File: config.mk
export PLATFORM = sky130hd
export DESIGN_NAME = pll_reset_sequencer
export DESIGN_NICKNAME = d
export VERILOG_FILES = /design/src/rtl/reset_pkg.sv /design/src/rtl/sync_ff.sv /design/src/rtl/pll_reset_sequencer.sv
export SDC_FILE = /design/constraint.sdc
export NUM_CORES = 1
export LEC_CHECK = 0
export ABC_CLOCK_PERIOD_IN_PS = 2700
export CAP_MARGIN = 20
export CORE_AREA = 2 2 60 62
export DETAILED_ROUTE_END_ITERATION = 8
export DIE_AREA = 0 0 62 64
export PLACE_DENSITY = 0.66
export SLEW_MARGIN = 20
export SYNTH_ARGS = -nofsm -noshare
export SYNTH_HDL_FRONTEND = slang
export SYNTH_SLANG_ARGS = --single-unit
File: constraint.sdc
create_clock -name clk -period 2.7 [get_ports clk]
set_clock_uncertainty 0.05 [all_clocks]
set_input_delay 0.54 -clock clk [delete_from_list [all_inputs] [get_ports clk]]
set_output_delay 0.54 -clock clk [all_outputs]
set_load 0.02 [all_outputs]
File: src/rtl/reset_pkg.sv
// Shared types and default cycle counts for the PLL-domain reset sequencers.
package reset_pkg;

  typedef enum logic [2:0] {
    StWaitLock,
    StStable,
    StHold,
    StStagger,
    StRun
  } rstseq_state_t;

  localparam int unsigned DEF_SYNC_STAGES    = 2;
  localparam int unsigned DEF_STABLE_CYCLES  = 1024;
  localparam int unsigned DEF_HOLD_CYCLES    = 16;
  localparam int unsigned DEF_STAGGER_CYCLES = 8;

  function automatic int unsigned max3(input int unsigned a, input int unsigned b,
                                       input int unsigned c);
    int unsigned m;
    m = (a > b) ? a : b;
    return (m > c) ? m : c;
  endfunction

endpackage

File: src/rtl/sync_ff.sv
// Generic multi-flop bit synchronizer with synchronous active-low clear.
module sync_ff #(
  parameter int unsigned STAGES = 2
) (
  input  logic clk,
  input  logic clear_n,
  input  logic d,
  output logic q
);

  logic [STAGES-1:0] sync_q;

  always_ff @(posedge clk) begin
    if (!clear_n) begin
      sync_q <= '0;
    end else begin
      sync_q <= {sync_q[STAGES-2:0], d};
    end
  end

  assign q = sync_q[STAGES-1];

endmodule

File: src/rtl/pll_reset_sequencer.sv
// Holds peripheral and CPU resets until the PLL lock has been stable, then releases them
// in a fixed stagger; any lock loss re-asserts both and restarts qualification.
module pll_reset_sequencer
  import reset_pkg::*;
#(
  parameter int unsigned SYNC_STAGES    = DEF_SYNC_STAGES,
  parameter int unsigned STABLE_CYCLES  = DEF_STABLE_CYCLES,
  parameter int unsigned HOLD_CYCLES    = DEF_HOLD_CYCLES,
  parameter int unsigned STAGGER_CYCLES = DEF_STAGGER_CYCLES
) (
  input  logic       clk,
  input  logic       reset_n,
  input  logic       pll_locked,
  output logic       periph_reset_n,
  output logic       cpu_reset_n,
  output logic       ready,
  output logic [7:0] lock_loss_count
);

  localparam int unsigned CNT_W = $clog2(max3(STABLE_CYCLES, HOLD_CYCLES, STAGGER_CYCLES) + 1);
  localparam logic [CNT_W-1:0] STABLE_TC  = CNT_W'(STABLE_CYCLES);
  localparam logic [CNT_W-1:0] HOLD_TC    = CNT_W'(HOLD_CYCLES);
  localparam logic [CNT_W-1:0] STAGGER_TC = CNT_W'(STAGGER_CYCLES);

  rstseq_state_t    state_q, state_d;
  logic [CNT_W-1:0] cnt_q, cnt_d, cnt_inc;
  logic [7:0]       llc_q, llc_d;
  logic             periph_q, periph_d;
  logic             cpu_q, cpu_d;
  logic             lock_sync;
  logic             loss;

  sync_ff #(
    .STAGES (SYNC_STAGES)
  ) u_lock_sync (
    .clk     (clk),
    .clear_n (reset_n),
    .d       (pll_locked),
    .q       (lock_sync)
  );

  always_ff @(posedge clk) begin
    if (!reset_n) begin
      state_q  <= StWaitLock;
      cnt_q    <= '0;
      llc_q    <= '0;
      periph_q <= 1'b0;
      cpu_q    <= 1'b0;
    end else begin
      state_q  <= state_d;
      cnt_q    <= cnt_d;
      llc_q    <= llc_d;
      periph_q <= periph_d;
      cpu_q    <= cpu_d;
    end
  end

  assign cnt_inc = cnt_q + 1'b1;

  always_comb begin
    state_d = state_q;
    cnt_d   = cnt_q;
    loss    = 1'b0;
    unique case (state_q)
      StWaitLock: begin
        cnt_d = '0;
        // The cycle that first sees lock counts towards the stable qualification.
        if (lock_sync) begin
          if (STABLE_CYCLES <= 1) begin
            state_d = StHold;
          end else begin
            state_d = StStable;
            cnt_d   = CNT_W'(1);
          end
        end
      end
      StStable: begin
        if (!lock_sync) begin
          state_d = StWaitLock;
          cnt_d   = '0;
        end else if (cnt_inc == STABLE_TC) begin
          state_d = StHold;
          cnt_d   = '0;
        end else begin
          cnt_d = cnt_inc;
        end
      end
      StHold, StStagger: begin
        if (!lock_sync) begin
          state_d = StWaitLock;
          cnt_d   = '0;
          loss    = 1'b1;
        end else if (cnt_inc == ((state_q == StHold) ? HOLD_TC : STAGGER_TC)) begin
          state_d = (state_q == StHold) ? StStagger : StRun;
          cnt_d   = '0;
        end else begin
          cnt_d = cnt_inc;
        end
      end
      StRun: begin
        cnt_d = '0;
        if (!lock_sync) begin
          state_d = StWaitLock;
          loss    = 1'b1;
        end
      end
      default: begin
        state_d = StWaitLock;
        cnt_d   = '0;
      end
    endcase
  end

  // Outputs are registered copies of the current state decode.
  always_comb begin
    periph_d = (state_q == StStagger) || (state_q == StRun);
    cpu_d    = (state_q == StRun);
    llc_d    = (loss && (llc_q != 8'hFF)) ? llc_q + 8'd1 : llc_q;
  end

  assign periph_reset_n  = periph_q;
  assign cpu_reset_n     = cpu_q;
  assign ready           = cpu_q;
  assign lock_loss_count = llc_q;

endmodule

Word level (Yosys, flattened, before mapping). Index checks and enable logic that the tools add are counted.

Latch bits: 0. Register bits after elaboration: 26. Input bits: 3. Bits in read-only memories: 0. Memories kept: 0. Word-level logic and storage cells: 42. Output and inout port bits: 11. RAM bits: 0.

$mul: 0. Div/mod/pow operators: 0. Shift-type cells: 0. Bitwise operators: 0. Multiplexer cells: 17. Eq/ne operators: 11. $lt $le $gt $ge: 0. Reductions and logical operators: 6. Add/subtract/negate cells: 2.

Operators with widths (count): 2-to-1 mux 11 bit (4); one-hot mux 11 bit (3 select lines) (1); 2-to-1 mux 3 bit (7); one-hot mux 3 bit (4 select lines) (1); adder 11 x 1 -> 11 bit (second input constant) (1); equality test 11 bit (second input constant) (1); equality test 11 x 5 -> 1 bit (1); adder 8 x 1 -> 8 bit (second input constant) (1); inequality test 8 bit (second input constant) (1); equality test 3 x 2 -> 1 bit (second input constant) (2); inequality test 3 bit (second input constant) (2); 2-to-1 mux 5 bit (1); AND reduction 4 bit (1); equality test 3 x 1 -> 1 bit (second input constant) (1); equality test 3 bit (second input constant) (1); logical NOT 3 bit (1); 2-to-1 mux 1 bit (3); OR reduction 3 bit (1); inequality test 2 x 1 -> 1 bit (second input constant) (1); inequality test 2 bit (second input constant) (1); OR reduction 2 bit (1); logical AND 1 bit (1); logical OR 1 bit (1).

Depth between registers and ports, before layout. Gate-level depths: netlist of the first run.

Depth after elaboration: 6. Mapped depth: 8. Gate-level depth less buffers: 7.

By module. From an unflattened synthesis of the first run, not the netlist that was laid out.

Cell total of the unflattened synthesis: 169. Area, all modules: 1473.9 um^2.

By module, submodules not included: pll_reset_sequencer (seq. area each 480.5 um^2, area an instance 1421.4 um^2, times used 1, cells an instance 165); sync_ff (seq. area each 40.0 um^2, area an instance 52.6 um^2, times used 1, cells an instance 4).

Worst setup path after synthesis of the first run. Ideal clock, no wire load.

Path type: reg2reg. Start: register cnt_q[0]. End: register state_q[1]. Path slack: 0.695 ns. Buffers on the path: 1. Arrival: 1.841 ns. Setup time: 0.115 ns. Stages on the path, launching flop included: 9. Period minus slack after synthesis: 2.005 ns. Cells stage by stage: dfxtp_1 > ha_1 > buf_2 > nand2_1 > nor3_1 > a31o_2 > nand4_2 > a22o_2 > o21a_1.

Word-level cells in the longest chain between the ends: 4.

RTL lines: from (decl) (line pll_reset_sequencer.sv:26) `logic [CNT_W-1:0] cnt_q, cnt_d, cnt_inc;`; from (signal assigned) (line pll_reset_sequencer.sv:51) `cnt_q <= cnt_d;`; adder 11 x 1 -> 11 bit (*) (line pll_reset_sequencer.sv:58) `assign cnt_inc = cnt_q + 1'b1;`; equality test 11 x 5 -> 1 bit or equality test 11 bit (tied branches) (line pll_reset_sequencer.sv:93, pll_reset_sequencer.sv:81); inequality test 3 bit (no source line); AND reduction 4 bit (no source line) (*); to (signal assigned) (line pll_reset_sequencer.sv:44) `state_q <= StWaitLock;`; to (signal assigned) (line pll_reset_sequencer.sv:50) `state_q <= state_d;`; to (decl) (line pll_reset_sequencer.sv:25) `rstseq_state_t state_q, state_d;`.

Mark *: on every way between the ends. The rest lies on a longest branch, timed or not. A chain may end at the register's enable or synchronous reset.

Final worst setup path of the first run. Same ends and word-level chain as after synthesis.

==> impl_metrics.yaml, run 1 <==
outcome:
  run_status: "finished, final reports clean"
power:
  switchingPower_uw: 122
  internal_power_uw: 473
  vdd.ir_drop.worst_mv: 0.192
  p_total_uw: 595
  power.clock.fraction: 0.328
  swShare: 0.205
  share_comb_of_total_power: 0.019
  power_frac_seq: 0.653
  power_density_nw_per_um2: 370
  p_leak_uw: 0.000559
yosys:
  syn-num-nets: 166
  synth.yosys.seq_area_share: 0.360
  yosys_most_used_dff: "sky130_fd_sc_hd__dfxtp_1"
  syn-mean-instance-area_um2: 8.98
  synth_cell_types: 50
  yosysWarnings: 0
  synth-edff-count: 0
  ys_seq_elements: 26
  post_synth_instance_area_um2: 1450
  asyncSetResetFlopFracSynth: 0
  post_synth_inst_count: 161
placement:
  dp.cells: 210
  dpl-instance-area_um2: 1570
  numPortBuffers: 13
  dp_hpwl_um: 1950
  gpl.final_weighted_congestion: 0.856
layout:
  stdcell_area_um2: 1610
  syn_to_final_growth_pct: 11.1
  finalCoreUtilization: 0.489
  final_nets: 174
  seqCellArea_um2: 520
  fin_cells: 214
  fillerInstances: 306
  multi_input_area_um2: 855
  drive_above_1_share: 0.125
  diodes: 0
die:
  core_region_area_um2: 3280
  die_area_um2: 3970
  die_width_um: 62
  pin_count: 14
  num_rows: 21
  initial_utilization: 0.440
  fp.dieH_um: 64
critical_path:
  cp_num_buf_inv: 0
  end_kind: "flip-flop"
  crit-reg2reg-launch: "cnt_q[0]$_SDFF_PN0_"
  cpMaxStageDelayCell: "sky130_fd_sc_hd__dfxtp_1"
  timing.reg2reg.worst_path_depth: 7
  worst_ep_required_time_ps: 2880
  startpoint_type: "flip-flop"
  timing.setup.critical_path_class: "reg2reg"
  path_cells: "ha_1 -> nand2_1 -> nor3_1 -> a31o_2 -> nand4_2 -> a22o_2 -> o21a_1"
  critical_path_peak_fanout: 8
  startpoint: "cnt_q[0]$_SDFF_PN0_"
  slowest_delay_ps: 490
  crit_family: "simple AND/OR/NAND/NOR gates"
  reg2reg_setup_slack_ps: 380
  crit_arrival_ps: 2490
  crit-reg2reg-capture: "state_q[1]$_SDFFE_PN0P_"
global_route:
  globalRouteOverflowTotal: 0
  antenna_found_initial: 0
  wire_length_of_the_first_global_routing_pass_um: 4670
  first_global_vias: 1064
  maximum_number_of_pins_on_one_net_before_global_route_repair: 15
  global_route.usage.total: 0.151
sta:
  finalHoldViolCount: 0
  finalSetupViolations: 0
  grt_setup_unrepaired: "no"
  final.setup.tns_ps: 0
  post-route-min-period_ps: 2320
  fmaxAchievable_mhz: 432
  worstMarginPinSlew_ps: 717
  final_worst_path_period_share: 0.858
  timing.max_slew.rel_slack: 0.520
  maxSlewViolCount: 0
cts:
  clk_latency_ps: 310
  cts_repair_resize_count: 0
  cts-buffers-inserted: 3
  clkSinkCount: 26
  htree_levels: 1
  cts_root_buffer: "sky130_fd_sc_hd__clkbuf_4"
  cts-root-to-sink-buffers: 2
  tritoncts_clock_tree: "built"
  cts-hold-fix-buffers: 0
  postCtsSetupRepairBufs: 0
  cts.reportedPaths.clkPinSlew_ps: 140
min_path:
  timing.hold.worst.start: "u_lock_sync.sync_q[0]$_SDFF_PN0_"
  hold_path_class: "reg2reg"
  min_delay_path_depth: 1
  hold-path-endpoint: "u_lock_sync.sync_q[1]$_SDFF_PN0_"
routing:
  antenna_left: 0
  via_per_inst: 5.25
  routed_wire_length_per_instance_um: 12.5
  drt_first_iter_violations: 74
  firstDrtPassIters: 4
  detailed_route_via_count: 1123
  routed_wirelength_um: 2670
  remaining_drc_errors: 0
job:
  timing.max_cap.violations: 0
worst max path at each step:
stage,endpoint,depth (start not counted),slack (ps)
after floorplan,state_q[1]$_SDFFE_PN0P_,8,690
after global placement,state_q[1]$_SDFFE_PN0P_,7,540
after detailed placement,state_q[1]$_SDFFE_PN0P_,7,420
after CTS,state_q[1]$_SDFFE_PN0P_,7,390
after global routing,cnt_q[4]$_SDFF_PN0_,7,240
final,state_q[1]$_SDFFE_PN0P_,7,380
stage by stage:
step	hold slack, ps	setup slack [ps]
2_1_floorplan	362	695
3_3_place_gp	367	541
3_5_place_dp	369	424
4_1_cts	404	392
5_1_grt	429	239
6_report	402	385
worst register-to-register path, delay by kind of cell, from the launching register on:
family,cells,cell delay [ps]
simple gates,3,680
compound gates,3,650
fa+ha+maj,1,360
flops,1,490
flip-flops by register name, indices dropped and copies added (netlist names):
name and count:
cnt_q 11, cpu_reset_n 1, lock_loss_count 8, periph_reset_n 1
state_q 3, u_lock_sync.sync_q 2
cells in the final DEF, fill, tap and decap left out, drive strengths merged, types with 3 or more instances in the layout:
master	netlist	final
clkbuf	2	4
and2	3	3
xor2	7	7
clkdlybuf4s50	0	13
nand3	8	8
nand2b	5	5
or3	3	3
a21oi	7	7
nor2	17	17
nand2	9	9
o21ai	5	5
and3	6	6
xnor2	7	7
nand4	7	7
mux2i	3	3
and3b	4	4
nor3	9	9
dfxtp	26	26
cells in the mapped netlist (2+ instances only):
master                     count  area, um^2
sky130_fd_sc_hd__and2_1        3        18.8
sky130_fd_sc_hd__and3_2        2        15.0
sky130_fd_sc_hd__nand4_2       2        25.0
sky130_fd_sc_hd__mux2i_1       3        30.0
sky130_fd_sc_hd__and3b_1       3        26.3
sky130_fd_sc_hd__xor2_1        7        61.3
sky130_fd_sc_hd__or3_1         2        12.5
sky130_fd_sc_hd__nand4_1       5        31.3
sky130_fd_sc_hd__buf_4         4        30.0
sky130_fd_sc_hd__clkbuf_1      2        7.51
sky130_fd_sc_hd__dfxtp_1      26         521
sky130_fd_sc_hd__ha_1          2        25.0
sky130_fd_sc_hd__xnor2_1       7        61.3
sky130_fd_sc_hd__nor2_1       17        63.8
sky130_fd_sc_hd__and3_1        4        25.0
sky130_fd_sc_hd__a21oi_1       6        30.0
sky130_fd_sc_hd__nand2_1       8        30.0
sky130_fd_sc_hd__nand2b_1      5        31.3
sky130_fd_sc_hd__nor3_1        9        45.0
sky130_fd_sc_hd__nand3_1       7        35.0
sky130_fd_sc_hd__o221ai_1      2        17.5
sky130_fd_sc_hd__nand3b_1      2        15.0
sky130_fd_sc_hd__o21ai_0       4        20.0
sky130_fd_sc_hd__buf_2         3        15.0
power groups by stage:
stage	Combinational (uW)	Sequential [uW]	Clock, uW
floorplan	8.30	396	0
global placement	11.7	397	0
detailed placement	11.5	397	0
CTS	11.5	389	201
global route	12.9	389	218
finish	11.4	389	195
kinds of logic (layout without fill, tap and decap cells):
kind of cell	after synthesis	in the layout	share of synthesized area
AO/OA/AOI/OAI	27	27	0.155
multiplexers	3	3	0.0208
buffers and inverters	12	19	0.0493
AND/OR/NAND/NOR	77	77	0.313
XOR/XNOR	14	14	0.0848
adder cells (fa/ha/maj)	2	2	0.0173
flip-flops	26	26	0.360
layer usage:
layer,track usage,up-vias,part of all wire
li1,-,587,-
met1,0.208,513,0.50
met2,0.234,21,0.46
met3,0.0243,2,0.031
met4,0.0479,0,0.0075
met5,0,-,0
cell type report:
class | count | area share
Clock buffer | 4 | 0.0226
Inverter | 2 | 0.00467
Multi-Input combinational cell | 123 | 0.532
Sequential cell | 26 | 0.324
Tap cell | 46 | 0.0358
Timing Repair Buffer | 13 | 0.0810
Power figures use the tool's default switching activity.
==> run 2, diff against run 1 <==
Settings changed: CORE_AREA 2 2 60 62 to 2 2 67 56, DIE_AREA 0 0 62 64 to 0 0 69 58.
==> run 2 against run 1 <==
  * Wire length rose by 9.4%
  * Flip-flop and latch count unchanged
  * Global-route usage decreased by 0.19 points
  * Core utilization decreased by 0.42 points
  * Critical path depth is the same
  * Total power rose by 2.3%
  * Clock power is 7% higher
  * Highest routed layer unchanged
==> impl_metrics.yaml, run 2 (synthesized netlist as in run 1, its figures left out) <==
critical_path:
  slowest_delay_ps: 480
  cp_num_buf_inv: 0
  path_cells: "ha_1 -> nand2_1 -> nor3_1 -> a31o_2 -> nand4_2 -> o21ai_2 -> o32ai_1"
  cpMaxStageDelayCell: "sky130_fd_sc_hd__dfxtp_1"
  reg2reg_setup_slack_ps: 360
  worst_ep_required_time_ps: 2800
  startpoint_type: "flip-flop"
  timing.setup.critical_path_class: "reg2reg"
  end_kind: "flip-flop"
  crit_family: "simple AND/OR/NAND/NOR gates"
  critical_path_peak_fanout: 8
  crit_arrival_ps: 2440
sta:
  finalHoldViolCount: 0
  fin_ws_ps: 356
  final_worst_path_period_share: 0.868
  post-route-min-period_ps: 2340
  fmaxAchievable_mhz: 427
  final.setup.tns_ps: 0
  grt_setup_unrepaired: "no"
  worstMarginPinSlew_ps: 670
  timing.max_slew.rel_slack: 0.551
  maxSlewViolCount: 0
  final.hold.worst_slack_ps: 378
  finalSetupViolations: 0
layout:
  stdcell_area_um2: 1610
  syn_to_final_growth_pct: 11.6
  final_nets: 175
  diodes: 0
  layout_common_cells: "sky130_fd_sc_hd__dfxtp_1 (26), sky130_fd_sc_hd__nor2_1 (17), sky130_fd_sc_hd__clkdlybuf4s50_1 (13)"
  fillerInstances: 339
  fin_cells: 210
  largest_reg_flops: 11
  drive_above_1_share: 0.125
  layout_commonest_cell: "sky130_fd_sc_hd__dfxtp_1"
  largest_register: "cnt_q"
global_route:
  wire_length_of_the_first_global_routing_pass_um: 4930
  global_route.usage.total: 0.149
  maximum_number_of_pins_on_one_net_before_global_route_repair: 14
  first_global_vias: 1087
  globalRouteOverflowTotal: 0
  antenna_found_initial: 0
power:
  power_frac_seq: 0.638
  swShare: 0.195
  switchingPower_uw: 119
  vdd.ir_drop.worst_mv: 0.260
  share_comb_of_total_power: 0.019
  internal_power_uw: 490
  power.clock.fraction: 0.343
  p_leak_uw: 0.000565
  power_density_nw_per_um2: 377
cts:
  postCtsSetupRepairBufs: 0
  cts_root_buffer: "sky130_fd_sc_hd__clkbuf_8"
  cts.reportedPaths.clkPinSlew_ps: 90
  htree_levels: 1
  clkSinkCount: 26
  cts-buffers-inserted: 3
  cts-root-to-sink-buffers: 2
  cts-hold-fix-buffers: 0
  clk_latency_ps: 260
  cts_repair_resize_count: 0
  tritoncts_clock_tree: "built"
routing:
  via_per_inst: 5.50
  firstDrtPassIters: 4
  routed_wirelength_um: 2920
  antenna_left: 0
  drt_first_iter_violations: 67
  routed_wire_length_per_instance_um: 13.9
  remaining_drc_errors: 0
  detailed_route_via_count: 1156
die:
  initial_utilization: 0.435
  die_width_um: 69
  die_area_um2: 4000
  pin_count: 14
  fp.dieH_um: 58
  num_rows: 19
  core_region_area_um2: 3330
placement:
  gpl.final_weighted_congestion: 0.770
  dp_hpwl_um: 2200
  dpl-instance-area_um2: 1570
  dp.cells: 207
  preCtsSetupSlack_ps: 391
  numPortBuffers: 13
job:
  timing.max_cap.violations: 0
outcome:
  run_status: "finished, final reports clean"
min_path:
  hold_path_class: "reg2reg"
## run 2: cell count changes in the layout (fill, tap and decap cells not counted)
cell                       previous run  this run
sky130_fd_sc_hd__clkbuf_4             3         0
sky130_fd_sc_hd__clkbuf_8             1         3
sky130_fd_sc_hd__buf_4                0         1
## run 2: power groups by stage
stage | sequential (uW) | combinational [uW] | clock (uW)
5_1_grt | 389 | 13.2 | 235
2_1_floorplan | 396 | 8.30 | 0
3_3_place_gp | 397 | 11.8 | 0
4_1_cts | 388 | 11.9 | 219
6_report | 388 | 11.6 | 209
3_5_place_dp | 397 | 11.8 | 0
## run 2: layout make-up
class	count	area, um^2	area share
clock buffer	3	41.3	0.0256
tap	42	52.6	0.0326
inverter	2	7.51	0.00465
timing repair buffer	14	138	0.0853
sequential	26	520	0.322
multi-input combinational	123	855	0.529
## run 2: final timing paths
check	start	end	depth (start not counted)
worst min-delay path	u_lock_sync.sync_q[0]$_SDFF_PN0_	u_lock_sync.sync_q[1]$_SDFF_PN0_	1
worst max-delay path	cnt_q[0]$_SDFF_PN0_	cnt_q[0]$_SDFF_PN0_	7
worst max register to register	cnt_q[0]$_SDFF_PN0_	cnt_q[0]$_SDFF_PN0_	7
worst min register to register	u_lock_sync.sync_q[0]$_SDFF_PN0_	u_lock_sync.sync_q[1]$_SDFF_PN0_	1
## run 2: per-layer routing
metal  track usage  wire, um
met4        0.0252        27
met3        0.0365        85
met2         0.250      1320
met1         0.199      1480
met5             0         0
## run 2: stage by stage
stage                      util  total power, uW
after global placement    0.473              409
final                     0.485              609
after CTS                 0.485              619
after floorplan               -              404
after detailed placement  0.473              409
after global routing      0.485              637
